**config.mk**
```make
export PLATFORM = sky130hd
export DESIGN_NAME = csr_neighbor_fetch_flat
export DESIGN_NICKNAME = d
export VERILOG_FILES = /design/src/rtl/csr_neighbor_fetch_if.sv /design/src/rtl/csr_neighbor_fetch.sv /design/src/flat_wrapper.sv
export SDC_FILE = /design/constraint.sdc
export NUM_CORES = 1
export LEC_CHECK = 0
export BUFFER_PORTS_ARGS = -buffer_cell sky130_fd_sc_hd__buf_2
export CORE_MARGIN = 4
export CORE_UTILIZATION = 38
export CTS_CLUSTER_SIZE = 14
export DETAILED_ROUTE_END_ITERATION = 10
export PLACE_DENSITY = 0.56
export SYNTH_ARGS = -nofsm -noshare
export SYNTH_HDL_FRONTEND = slang
export SYNTH_SLANG_ARGS = --single-unit
```
**constraint.sdc**
```tcl
create_clock -name clk_in -period 7.1 [get_ports clk_in]
set_input_delay 0.355 -clock clk_in [delete_from_list [all_inputs] [get_ports clk_in]]
set_output_delay 0.355 -clock clk_in [all_outputs]
set_load 0.02 [all_outputs]
```
**src/rtl/csr_neighbor_fetch_if.sv**
```systemverilog
// csr_neighbor_fetch_if: request, graph-memory and neighbour-stream signals of the CSR neighbour fetcher
interface csr_neighbor_fetch_if #(parameter int PROC_BITS = 4);
  logic [31:0] req_vertex;
  logic req_valid, req_ready;
  logic [31+PROC_BITS:0] idx_addr;
  logic idx_validin;
  logic [31:0] rowidx_in;
  logic rowidx_valid_in;
  logic [31+PROC_BITS:0] data_addra, data_addrb;
  logic data_validina, data_validinb;
  logic [31:0] data_ina, data_inb;
  logic data_valid_ina, data_valid_inb;
  logic [31:0] nbr_data;
  logic nbr_valid, nbr_ready, nbr_last;
  logic done;
  logic [31:0] deg_out;
  logic err;
  modport slave (
    input req_vertex, req_valid, rowidx_in, rowidx_valid_in, data_ina, data_inb,
          data_valid_ina, data_valid_inb, nbr_ready,
    output req_ready, idx_addr, idx_validin, data_addra, data_addrb, data_validina,
           data_validinb, nbr_data, nbr_valid, nbr_last, done, deg_out, err
  );
  modport master (
    output req_vertex, req_valid, rowidx_in, rowidx_valid_in, data_ina, data_inb,
           data_valid_ina, data_valid_inb, nbr_ready,
    input req_ready, idx_addr, idx_validin, data_addra, data_addrb, data_validina,
          data_validinb, nbr_data, nbr_valid, nbr_last, done, deg_out, err
  );
endinterface

```
**src/rtl/csr_neighbor_fetch.sv**
```systemverilog
// csr_neighbor_fetch: reads a CSR row-pointer pair and streams the vertex's neighbour list through a credit-limited FIFO
module csr_neighbor_fetch #(
  parameter int PROC_BITS = 4,
  parameter int PROC_ID = 0,
  parameter int FIFO_DEPTH = 8
) (
  input logic clk_in,
  input logic rst_in,
  csr_neighbor_fetch_if.slave bus
);
  localparam int AW = $clog2(FIFO_DEPTH);
  localparam int CW = AW + 2;
  localparam logic [PROC_BITS-1:0] PID = PROC_BITS'(PROC_ID);
  typedef enum logic [2:0] {IDLE, IDX_LO, IDX_HI, WAIT_IDX, STREAM, DRAIN} state_t;
  state_t state;
  logic [31:0] v, start_q, end_q, p, eq_n, deg;
  logic got_start, act, acc_a, acc_b, issue, deq, last_a, last_b;
  logic [CW-1:0] count, inflight, n_k, n_acc;
  logic [AW-1:0] wr_ptr, rd_ptr;
  logic [32:0] mem [FIFO_DEPTH];
  always_comb begin
    act = state inside {WAIT_IDX, STREAM, DRAIN};
    acc_a = act && bus.data_valid_ina && inflight != '0;
    acc_b = act && bus.data_valid_inb && inflight > CW'(acc_a);
    n_acc = CW'(acc_a) + CW'(acc_b);
    n_k = (end_q - p > 32'd1) ? CW'(2) : CW'(1);
    issue = state == STREAM && count + inflight + n_k <= CW'(FIFO_DEPTH);
    deq = bus.nbr_valid && bus.nbr_ready;
    deg = end_q - start_q;
    last_a = eq_n == deg - 32'd1;
    last_b = eq_n + 32'(acc_a) == deg - 32'd1;
  end
  assign bus.nbr_valid = count != '0;
  assign bus.nbr_data = bus.nbr_valid ? mem[rd_ptr][31:0] : '0;
  assign bus.nbr_last = bus.nbr_valid && mem[rd_ptr][32];
  always_ff @(posedge clk_in) begin
    if (acc_a) mem[wr_ptr] <= {last_a, bus.data_ina};
    if (acc_b) mem[wr_ptr + AW'(acc_a)] <= {last_b, bus.data_inb};
  end
  always_ff @(posedge clk_in or negedge rst_in) begin
    if (!rst_in) begin
      state <= IDLE;
      v <= '0;
      start_q <= '0;
      end_q <= '0;
      p <= '0;
      eq_n <= '0;
      got_start <= 1'b0;
      count <= '0;
      inflight <= '0;
      wr_ptr <= '0;
      rd_ptr <= '0;
      bus.req_ready <= 1'b0;
      bus.idx_addr <= '0;
      bus.idx_validin <= 1'b0;
      bus.data_addra <= '0;
      bus.data_addrb <= '0;
      bus.data_validina <= 1'b0;
      bus.data_validinb <= 1'b0;
      bus.done <= 1'b0;
      bus.deg_out <= '0;
      bus.err <= 1'b0;
    end else begin
      bus.idx_addr <= '0;
      bus.idx_validin <= 1'b0;
      bus.data_addra <= '0;
      bus.data_addrb <= '0;
      bus.data_validina <= 1'b0;
      bus.data_validinb <= 1'b0;
      bus.done <= 1'b0;
      count <= count + n_acc - CW'(deq);
      inflight <= inflight + (issue ? n_k : '0) - n_acc;
      wr_ptr <= wr_ptr + AW'(n_acc);
      rd_ptr <= rd_ptr + AW'(deq);
      eq_n <= eq_n + 32'(n_acc);
      case (state)
        IDLE: begin
          bus.req_ready <= !(bus.req_valid && bus.req_ready);
          if (bus.req_valid && bus.req_ready) begin
            v <= bus.req_vertex;
            bus.idx_addr <= {PID, bus.req_vertex};
            bus.idx_validin <= 1'b1;
            got_start <= 1'b0;
            eq_n <= '0;
            state <= IDX_LO;
          end
        end
        IDX_LO: begin
          bus.idx_addr <= {PID, v + 32'd1};
          bus.idx_validin <= 1'b1;
          state <= IDX_HI;
        end
        IDX_HI: state <= WAIT_IDX;
        WAIT_IDX: begin
          if (bus.rowidx_valid_in && !got_start) begin
            start_q <= bus.rowidx_in;
            got_start <= 1'b1;
          end else if (bus.rowidx_valid_in) begin
            end_q <= bus.rowidx_in;
            p <= start_q;
            if (bus.rowidx_in > start_q) state <= STREAM;
            else begin
              bus.err <= bus.err || bus.rowidx_in < start_q;
              bus.done <= 1'b1;
              bus.deg_out <= '0;
              bus.req_ready <= 1'b1;
              state <= IDLE;
            end
          end
        end
        STREAM: begin
          if (issue) begin
            bus.data_addra <= {PID, p};
            bus.data_validina <= 1'b1;
            bus.data_addrb <= n_k == CW'(2) ? {PID, p + 32'd1} : '0;
            bus.data_validinb <= n_k == CW'(2);
            p <= p + 32'(n_k);
            state <= p + 32'(n_k) == end_q ? DRAIN : STREAM;
          end
        end
        DRAIN: begin
          if (inflight == '0 && count == '0) begin
            bus.done <= 1'b1;
            bus.deg_out <= deg;
            bus.req_ready <= 1'b1;
            state <= IDLE;
          end
        end
        default: state <= IDLE;
      endcase
    end
  end
endmodule
```
**src/flat_wrapper.sv**
```systemverilog
// flat-port wrapper written by rule: the top's interface ports become plain ports
module csr_neighbor_fetch_flat 
#(
  parameter int PROC_BITS = 4,
  parameter int PROC_ID = 0,
  parameter int FIFO_DEPTH = 8
)
  (clk_in, rst_in, bus_req_vertex, bus_req_valid, bus_rowidx_in, bus_rowidx_valid_in, bus_data_ina, bus_data_inb, bus_data_valid_ina, bus_data_valid_inb, bus_nbr_ready, bus_req_ready, bus_idx_addr, bus_idx_validin, bus_data_addra, bus_data_addrb, bus_data_validina, bus_data_validinb, bus_nbr_data, bus_nbr_valid, bus_nbr_last, bus_done, bus_deg_out, bus_err);
  csr_neighbor_fetch_if #(.PROC_BITS(PROC_BITS)) bus_i ();
  input logic clk_in;
  input logic rst_in;
  input wire logic [$bits(bus_i.req_vertex)-1:0] bus_req_vertex;
  input wire logic [$bits(bus_i.req_valid)-1:0] bus_req_valid;
  input wire logic [$bits(bus_i.rowidx_in)-1:0] bus_rowidx_in;
  input wire logic [$bits(bus_i.rowidx_valid_in)-1:0] bus_rowidx_valid_in;
  input wire logic [$bits(bus_i.data_ina)-1:0] bus_data_ina;
  input wire logic [$bits(bus_i.data_inb)-1:0] bus_data_inb;
  input wire logic [$bits(bus_i.data_valid_ina)-1:0] bus_data_valid_ina;
  input wire logic [$bits(bus_i.data_valid_inb)-1:0] bus_data_valid_inb;
  input wire logic [$bits(bus_i.nbr_ready)-1:0] bus_nbr_ready;
  output wire logic [$bits(bus_i.req_ready)-1:0] bus_req_ready;
  output wire logic [$bits(bus_i.idx_addr)-1:0] bus_idx_addr;
  output wire logic [$bits(bus_i.idx_validin)-1:0] bus_idx_validin;
  output wire logic [$bits(bus_i.data_addra)-1:0] bus_data_addra;
  output wire logic [$bits(bus_i.data_addrb)-1:0] bus_data_addrb;
  output wire logic [$bits(bus_i.data_validina)-1:0] bus_data_validina;
  output wire logic [$bits(bus_i.data_validinb)-1:0] bus_data_validinb;
  output wire logic [$bits(bus_i.nbr_data)-1:0] bus_nbr_data;
  output wire logic [$bits(bus_i.nbr_valid)-1:0] bus_nbr_valid;
  output wire logic [$bits(bus_i.nbr_last)-1:0] bus_nbr_last;
  output wire logic [$bits(bus_i.done)-1:0] bus_done;
  output wire logic [$bits(bus_i.deg_out)-1:0] bus_deg_out;
  output wire logic [$bits(bus_i.err)-1:0] bus_err;
  assign bus_i.req_vertex = bus_req_vertex;
  assign bus_i.req_valid = bus_req_valid;
  assign bus_i.rowidx_in = bus_rowidx_in;
  assign bus_i.rowidx_valid_in = bus_rowidx_valid_in;
  assign bus_i.data_ina = bus_data_ina;
  assign bus_i.data_inb = bus_data_inb;
  assign bus_i.data_valid_ina = bus_data_valid_ina;
  assign bus_i.data_valid_inb = bus_data_valid_inb;
  assign bus_i.nbr_ready = bus_nbr_ready;
  assign bus_req_ready = bus_i.req_ready;
  assign bus_idx_addr = bus_i.idx_addr;
  assign bus_idx_validin = bus_i.idx_validin;
  assign bus_data_addra = bus_i.data_addra;
  assign bus_data_addrb = bus_i.data_addrb;
  assign bus_data_validina = bus_i.data_validina;
  assign bus_data_validinb = bus_i.data_validinb;
  assign bus_nbr_data = bus_i.nbr_data;
  assign bus_nbr_valid = bus_i.nbr_valid;
  assign bus_nbr_last = bus_i.nbr_last;
  assign bus_done = bus_i.done;
  assign bus_deg_out = bus_i.deg_out;
  assign bus_err = bus_i.err;
  csr_neighbor_fetch #(.PROC_BITS(PROC_BITS), .PROC_ID(PROC_ID), .FIFO_DEPTH(FIFO_DEPTH)) u_core (.clk_in(clk_in), .rst_in(rst_in), .bus(bus_i));
endmodule
```
# ---- After elaboration in Yosys (flattened, before gate mapping)
# Memories as Yosys holds them, arrays and structs flattened.
# Cells that the tools add are included.
dict set report totals {
  ff_bits 326
  mem_bits_rw 264
  in_bits 135
  output_inout_bits 180
  word_cells 147
  mem_count 1
}
dict set report classes {
  add_sub_neg 18
  n_lt_le_gt_ge 5
  eq_ne 16
  muxes 52
  n_bitwise 2
  n_reduce_logical 32
}
# name words width read_ports rd_ports_with_merged_regs wr line
set mem_list {}
lappend mem_list {u_core.mem 8 33 1 0 2 csr_neighbor_fetch.sv:20} ;# logic [32:0] mem [FIFO_DEPTH];
# operator count
set ops {}
lappend ops {{$mux W32} 13}
lappend ops {{$pmux W32 S2} 2}
lappend ops {{$mux W36} 3}
lappend ops {{$eq A32 B32 Y1} 3}
lappend ops {{$pmux W36 S2} 1}
lappend ops {{$add A32 B1 Y32 const B} 2}
lappend ops {{$add A32 B5 Y32} 2}
lappend ops {{$sub A32 B32 Y32} 2}
lappend ops {{$add A32 B1 Y32} 1}
lappend ops {{$gt A32 B1 Y1 const B} 1}
lappend ops {{$gt A32 B32 Y1} 1}
lappend ops {{$lt A32 B32 Y1} 1}
lappend ops {{$sub A32 B1 Y32 const B} 1}
lappend ops {{$add A5 B5 Y5} 4}
lappend ops {{$mux W1} 20}
lappend ops {{$mux W3} 6}
lappend ops {{$pmux W3 S6} 1}
lappend ops {{$reduce_and A5 Y1} 3}
lappend ops {{$logic_and A1 B1 Y1} 10}
lappend ops {{$logic_not A5 Y1} 2}
lappend ops {{$ne A2 B2 Y1 const B} 5}
lappend ops {{$reduce_bool A5 Y1} 2}
lappend ops {{$reduce_and A4 Y1} 2}
lappend ops {{$add A3 B1 Y3} 2}
lappend ops {{other kinds (23)} 35}

# ---- Depth between registers and ports, before layout
dict set report depth {
  depth_word 10
  ltp_mapped 34
  depth_no_buf 33
}

# ---- Least setup slack after synthesis
# No wires, ideal clock.
dict set report synth_timing {
  path_kind {register to register}
  from {reg u_core.end_q[0]}
  to {reg u_core.inflight[4]}
  setup_time_ns 0.079
  arrival_time_ns 7.533
  t_required_ns 7.021
  path_slack_ns -0.513
  path_stages_with_launch 34
  path_buffers 1
  period_less_slack_ns 7.613
  cell_sequence {dfrtp_1 -> inv_1 -> ha_1 -> inv_1 -> fa_1 -> a21o_1 -> a21oi_1 -> o21ai_0 -> a21oi_1 -> o21ai_0 -> xor2_1 -> a2111oi_0 -> o2111ai_1 -> a2111oi_0 -> nand4_1 -> or4_1 -> or4_1 -> inv_1 -> fa_1 -> inv_1 -> ha_1 -> fa_1 -> nor3_1 -> o21ai_1 -> nor2_1 -> nand2_1 -> clkbuf_1 -> inv_1 -> fa_1 -> fa_1 -> a21oi_1 -> nor2_1 -> nor2_1 -> xor2_1}
}
dict set report synth_between {
  elab_chain_len 9
}
# item line
set synth_rtl {}
lappend synth_rtl {{start, declared} csr_neighbor_fetch.sv:16} ;# logic [31:0] v, start_q, end_q, p, eq_n, deg;
lappend synth_rtl {{start signal, assigned} csr_neighbor_fetch.sv:99} ;# end_q <= bus.rowidx_in;
lappend synth_rtl {{$sub A32 B32 Y32 (*)} csr_neighbor_fetch.sv:26} ;# n_k = (end_q - p > 32'd1) ? CW'(2) : CW'(1);
lappend synth_rtl {{$gt A32 B1 Y1 (*)} csr_neighbor_fetch.sv:26}
lappend synth_rtl {{$mux W2 (*)} csr_neighbor_fetch.sv:26}
lappend synth_rtl {{$add A5 B5 Y5} csr_neighbor_fetch.sv:27} ;# issue = state == STREAM && count + inflight + n_k <= CW'(FIFO_DEPTH);
lappend synth_rtl {{$le A5 B4 Y1} csr_neighbor_fetch.sv:27}
lappend synth_rtl {{$logic_and A1 B1 Y1} csr_neighbor_fetch.sv:27}
lappend synth_rtl {{$mux W5 (*)} csr_neighbor_fetch.sv:72} ;# inflight <= inflight + (issue ? n_k : '0) - n_acc;
lappend synth_rtl {{$add A5 B5 Y5 (*)} csr_neighbor_fetch.sv:72}
lappend synth_rtl {{$sub A5 B5 Y5 (*)} csr_neighbor_fetch.sv:72}
lappend synth_rtl {{end signal, assigned} csr_neighbor_fetch.sv:72}
lappend synth_rtl {{end, declared} csr_neighbor_fetch.sv:18} ;# logic [CW-1:0] count, inflight, n_k, n_acc;
# Mark *: on every way between the ends. The rest lies on a longest branch, timed or not.
# A chain may end at the register's enable or synchronous reset.

# ---- Worst setup path in the final report
# Same ends and word-level chain as after synthesis.

==> metrics.cfg <==
[min_path]
hold_class = primary input to flop
hold-path-endpoint = u_core.start_q[13]
min-delay-start = bus_rowidx_in[13]
hold_path_depth = 3

[global_route]
grt-ovfl-total = 0
antenna_found_initial = 7
grt_pass1_vias = 27500
grt_max_degree = 136
grt_use_total_pct = 22.2
grt_first_pass_wirelength_um = 169000

[setup_path]
worst-path-max-fanout = 4
slowest_stage = or4_4
arrival_ns = 7.71
cp-start-kind = flop
r2r-end = u_core.inflight[4]
startpoint = u_core.end_q[0]
rrSetupSlack_ns = -0.05
ff2ff_path_depth = 31
crit_required_ns = 7.66
worstSetupEndpointType = flop
r2r_start = u_core.end_q[0]
cp_slowest_stage_delay_ns = 0.54
path_class = flop to flop

[floorplan]
die_x_um = 312
design.core.area_um2 = 91800
start_util_pct = 38.3
num_rows = 111
ios = 315
dieArea_um2 = 97500
dieHeight_um = 312

[power_and_ir_drop]
peakVddDrop_mv = 0.396
finalPower_uw = 22700
power_density_nw_per_um2 = 534
leakage_uw = 0.0177

[timing]
timing.slew.headroom_pct = 24.9
rsz0062_at_grt = yes
max_freq_mhz = 140
tightest_slew_ns = 1.12
fin_ws_ns = -0.0473
hold_viol = 0
slew_viol_final = 0
setup_viol = 1
period_share_pct = 101
fin_skew_ns = 0.0444
finalCriticalPeriod_ns = 7.15

[placed_design]
gp_congestion = 0.941
place_hpwl_um = 76700
place_ws_ns = -0.650
io_buffers = 302

[synthesis]
seq_area_frac_synth_pct = 44.9
async_flop_share_pct = 54.3
synth_area_um2 = 35200
syn_area_per_cell_um2 = 10.9
ys.flop_type = dfrtp_1
ys_types = 112
synth_edf_count = 264
ys_ff_latch = 578
yosysWarningCount = 0
synth_cells = 3219

[drt]
wirelength_um = 110000
first_iter_violations = 2018
dr.pass1.iters = 5
avgRoutedWirePerCell_um = 21.8
ant_nets = 0
drc = 0
vias = 27200
via_per_inst = 5.39

[finish]
area_growth_pct = 20.8
fin_nets = 4006
drive_above_1_share_pct = 29.8

[cts]
insertion_delay_ns = 0.65
ctsRootBufferMaster = clkbuf_16
clkTransAtPathRegs_ns = 0.06
cts_buffers = 69
cts.sinks = 578
htree_levels = 3
clockBufferDepth = 3
cts_tree = built

[run_status]
outcome = complete, but fails checks
violations = setup timing

[job]
max-cap-violations = 0

-- critical path, delay by kind of cell (launching register included) --
family / cells / cell delay [ns]
adder cells (fa/ha/maj): 7 / 2.45
AND/OR/NAND/NOR: 11 / 2.40
AO/OA/AOI/OAI: 5 / 0.95
buffers and inverters: 6 / 0.53
flip-flops: 1 / 0.38
XOR/XNOR: 2 / 0.36
-- cells by family (layout without fill, tap and decap cells) --
group | Yosys count | after routing | share of synthesized area [%]
simple gates | 972 | 972 | 13.7
flops | 578 | 578 | 44.9
compound gates | 558 | 558 | 10.6
mux | 398 | 398 | 14.7
buf+inv | 296 | 852 | 3.83
xor+xnor | 275 | 275 | 7.02
fa+ha+maj | 141 | 141 | 5.25
other cells | 1 | 18 | 0.0107
-- placed cells by master (no fill, tap or decap), types with 43 or more instances in the layout --
cell type and count:
ha_1 128, mux2_2 289, a21o_1 48, edfxtp_1 264, o21ai_0 149, buf_4 237, buf_2 301, nand4_1 57
xnor2_1 181, nor3_1 96, mux2i_1 43, nand3_1 79, dfrtp_1 311, nor2_1 235, mux4_2 66, nand2_1 266
clkbuf_16 71, xor2_1 87, dlygate4sd3_1 59, inv_1 118, a21oi_1 111
-- cell type report --
cell class / count / area (um^2)
fill: 8569 / 49300
multi-input combinational: 2356 / 18400
sequential: 578 / 15800
timing repair buffer: 601 / 3950
clock buffer: 91 / 1940
tap: 1243 / 1560
inverter: 124 / 473
clock inverter: 36 / 379
antenna: 6 / 15.0
-- stage by stage --
step                instances  hold slack, ns  cell area (um^2)  util (%)  TNS, ns
finish                   5035          0.0324             42500      46.3  -0.0473
global route             5033          0.0303             42500      46.3    -1.06
CTS                      5027        0.000539             42400      46.2        0
detailed placement       4840           0.469             39400      42.9    -2.52
global placement         4840           0.472             39400      42.9   -0.724
floorplan                3230          0.0594             35300         -        0
-- synthesized netlist by cell type, drive strengths merged, types with 7 or more instances --
cell type	count	area [um^2]
and2	26	166
a2111oi	8	88.8
o31ai	13	97.6
o21a	16	120
or2	8	50.1
nand3	84	445
ha	130	1630
o211ai	12	90.1
a32o	10	100
xor2	87	762
a21o	51	387
clkbuf	110	514
nor4	36	298
a211o	9	80.1
nor3	102	532
a31oi	11	68.8
mux2i	43	430
buf	62	367
or4	9	71.3
a21oi	116	581
nor2	241	907
o21bai	7	52.6
xnor2	185	1640
nand3b	7	56.3
or3	17	108
nand4	57	357
a22o	24	213
o22ai	24	156
o2111ai	11	96.3
fa	11	220
a211oi	17	138
o21ai	164	821
and3	37	235
nand2	274	1040
edfxtp	264	7930
mux4	66	1490
a22oi	15	126
nand2b	20	125
mux2	289	3250
dfrtp	314	7860
inv	122	458
o2bb2ai	9	78.8
nor2b	20	125
-- repair_timing --
| action | CTS | global route |
|---|---|---|
| hold buffers | 59 | 0 |
| gates resized for setup | 17 | 17 |
| buffers inserted | 1 | 2 |
| endpoints found under the setup margin | 9 | 10 |
| endpoints found under the hold margin | 213 | 0 |
| pin swaps | 13 | 23 |
-- report_power, final --
group          switching [uW]  leakage [uW]  internal [uW]  total, uW
sequential                613       0.00647           4440       5050
combinational            8350        0.0101           5700      14100
clock                    1540       0.00112           2070       3610
-- how the worst max path moves through the flow --
stage,endpoint,slack (ns)
finish,u_core.inflight[4],-0.05
global route,u_core.inflight[4],-0.36
CTS,u_core.inflight[4],0.01
detailed placement,u_core.state[0],-0.65
global placement,u_core.state[0],-0.33
floorplan,u_core.inflight[4],0.008
-- registers in the layout, summed over array words and instances, names as in the netlist, 3 cells and up --
| name | count |
|---|---|
| u_core.bus.data_addra | 32 |
| u_core.bus.data_addrb | 32 |
| u_core.bus.deg_out | 32 |
| u_core.bus.idx_addr | 32 |
| u_core.count | 5 |
| u_core.end_q | 32 |
| u_core.eq_n | 32 |
| u_core.inflight | 5 |
| u_core.mem | 264 |
| u_core.p | 32 |
| u_core.rd_ptr | 3 |
| u_core.start_q | 32 |
| u_core.state | 3 |
| u_core.v | 32 |
| u_core.wr_ptr | 3 |
-- routing by layer --
metal | up-vias | GRT usage, % | share of wire, %
li1 | 12800 | - | -
met1 | 13400 | 30.3 | 44
met2 | 729 | 36.7 | 48
met3 | 169 | 2.84 | 4.9
met4 | 2 | 7.36 | 3.1
met5 | - | 0 | 0.012
Note: power is estimated with default switching activity, not from simulation.
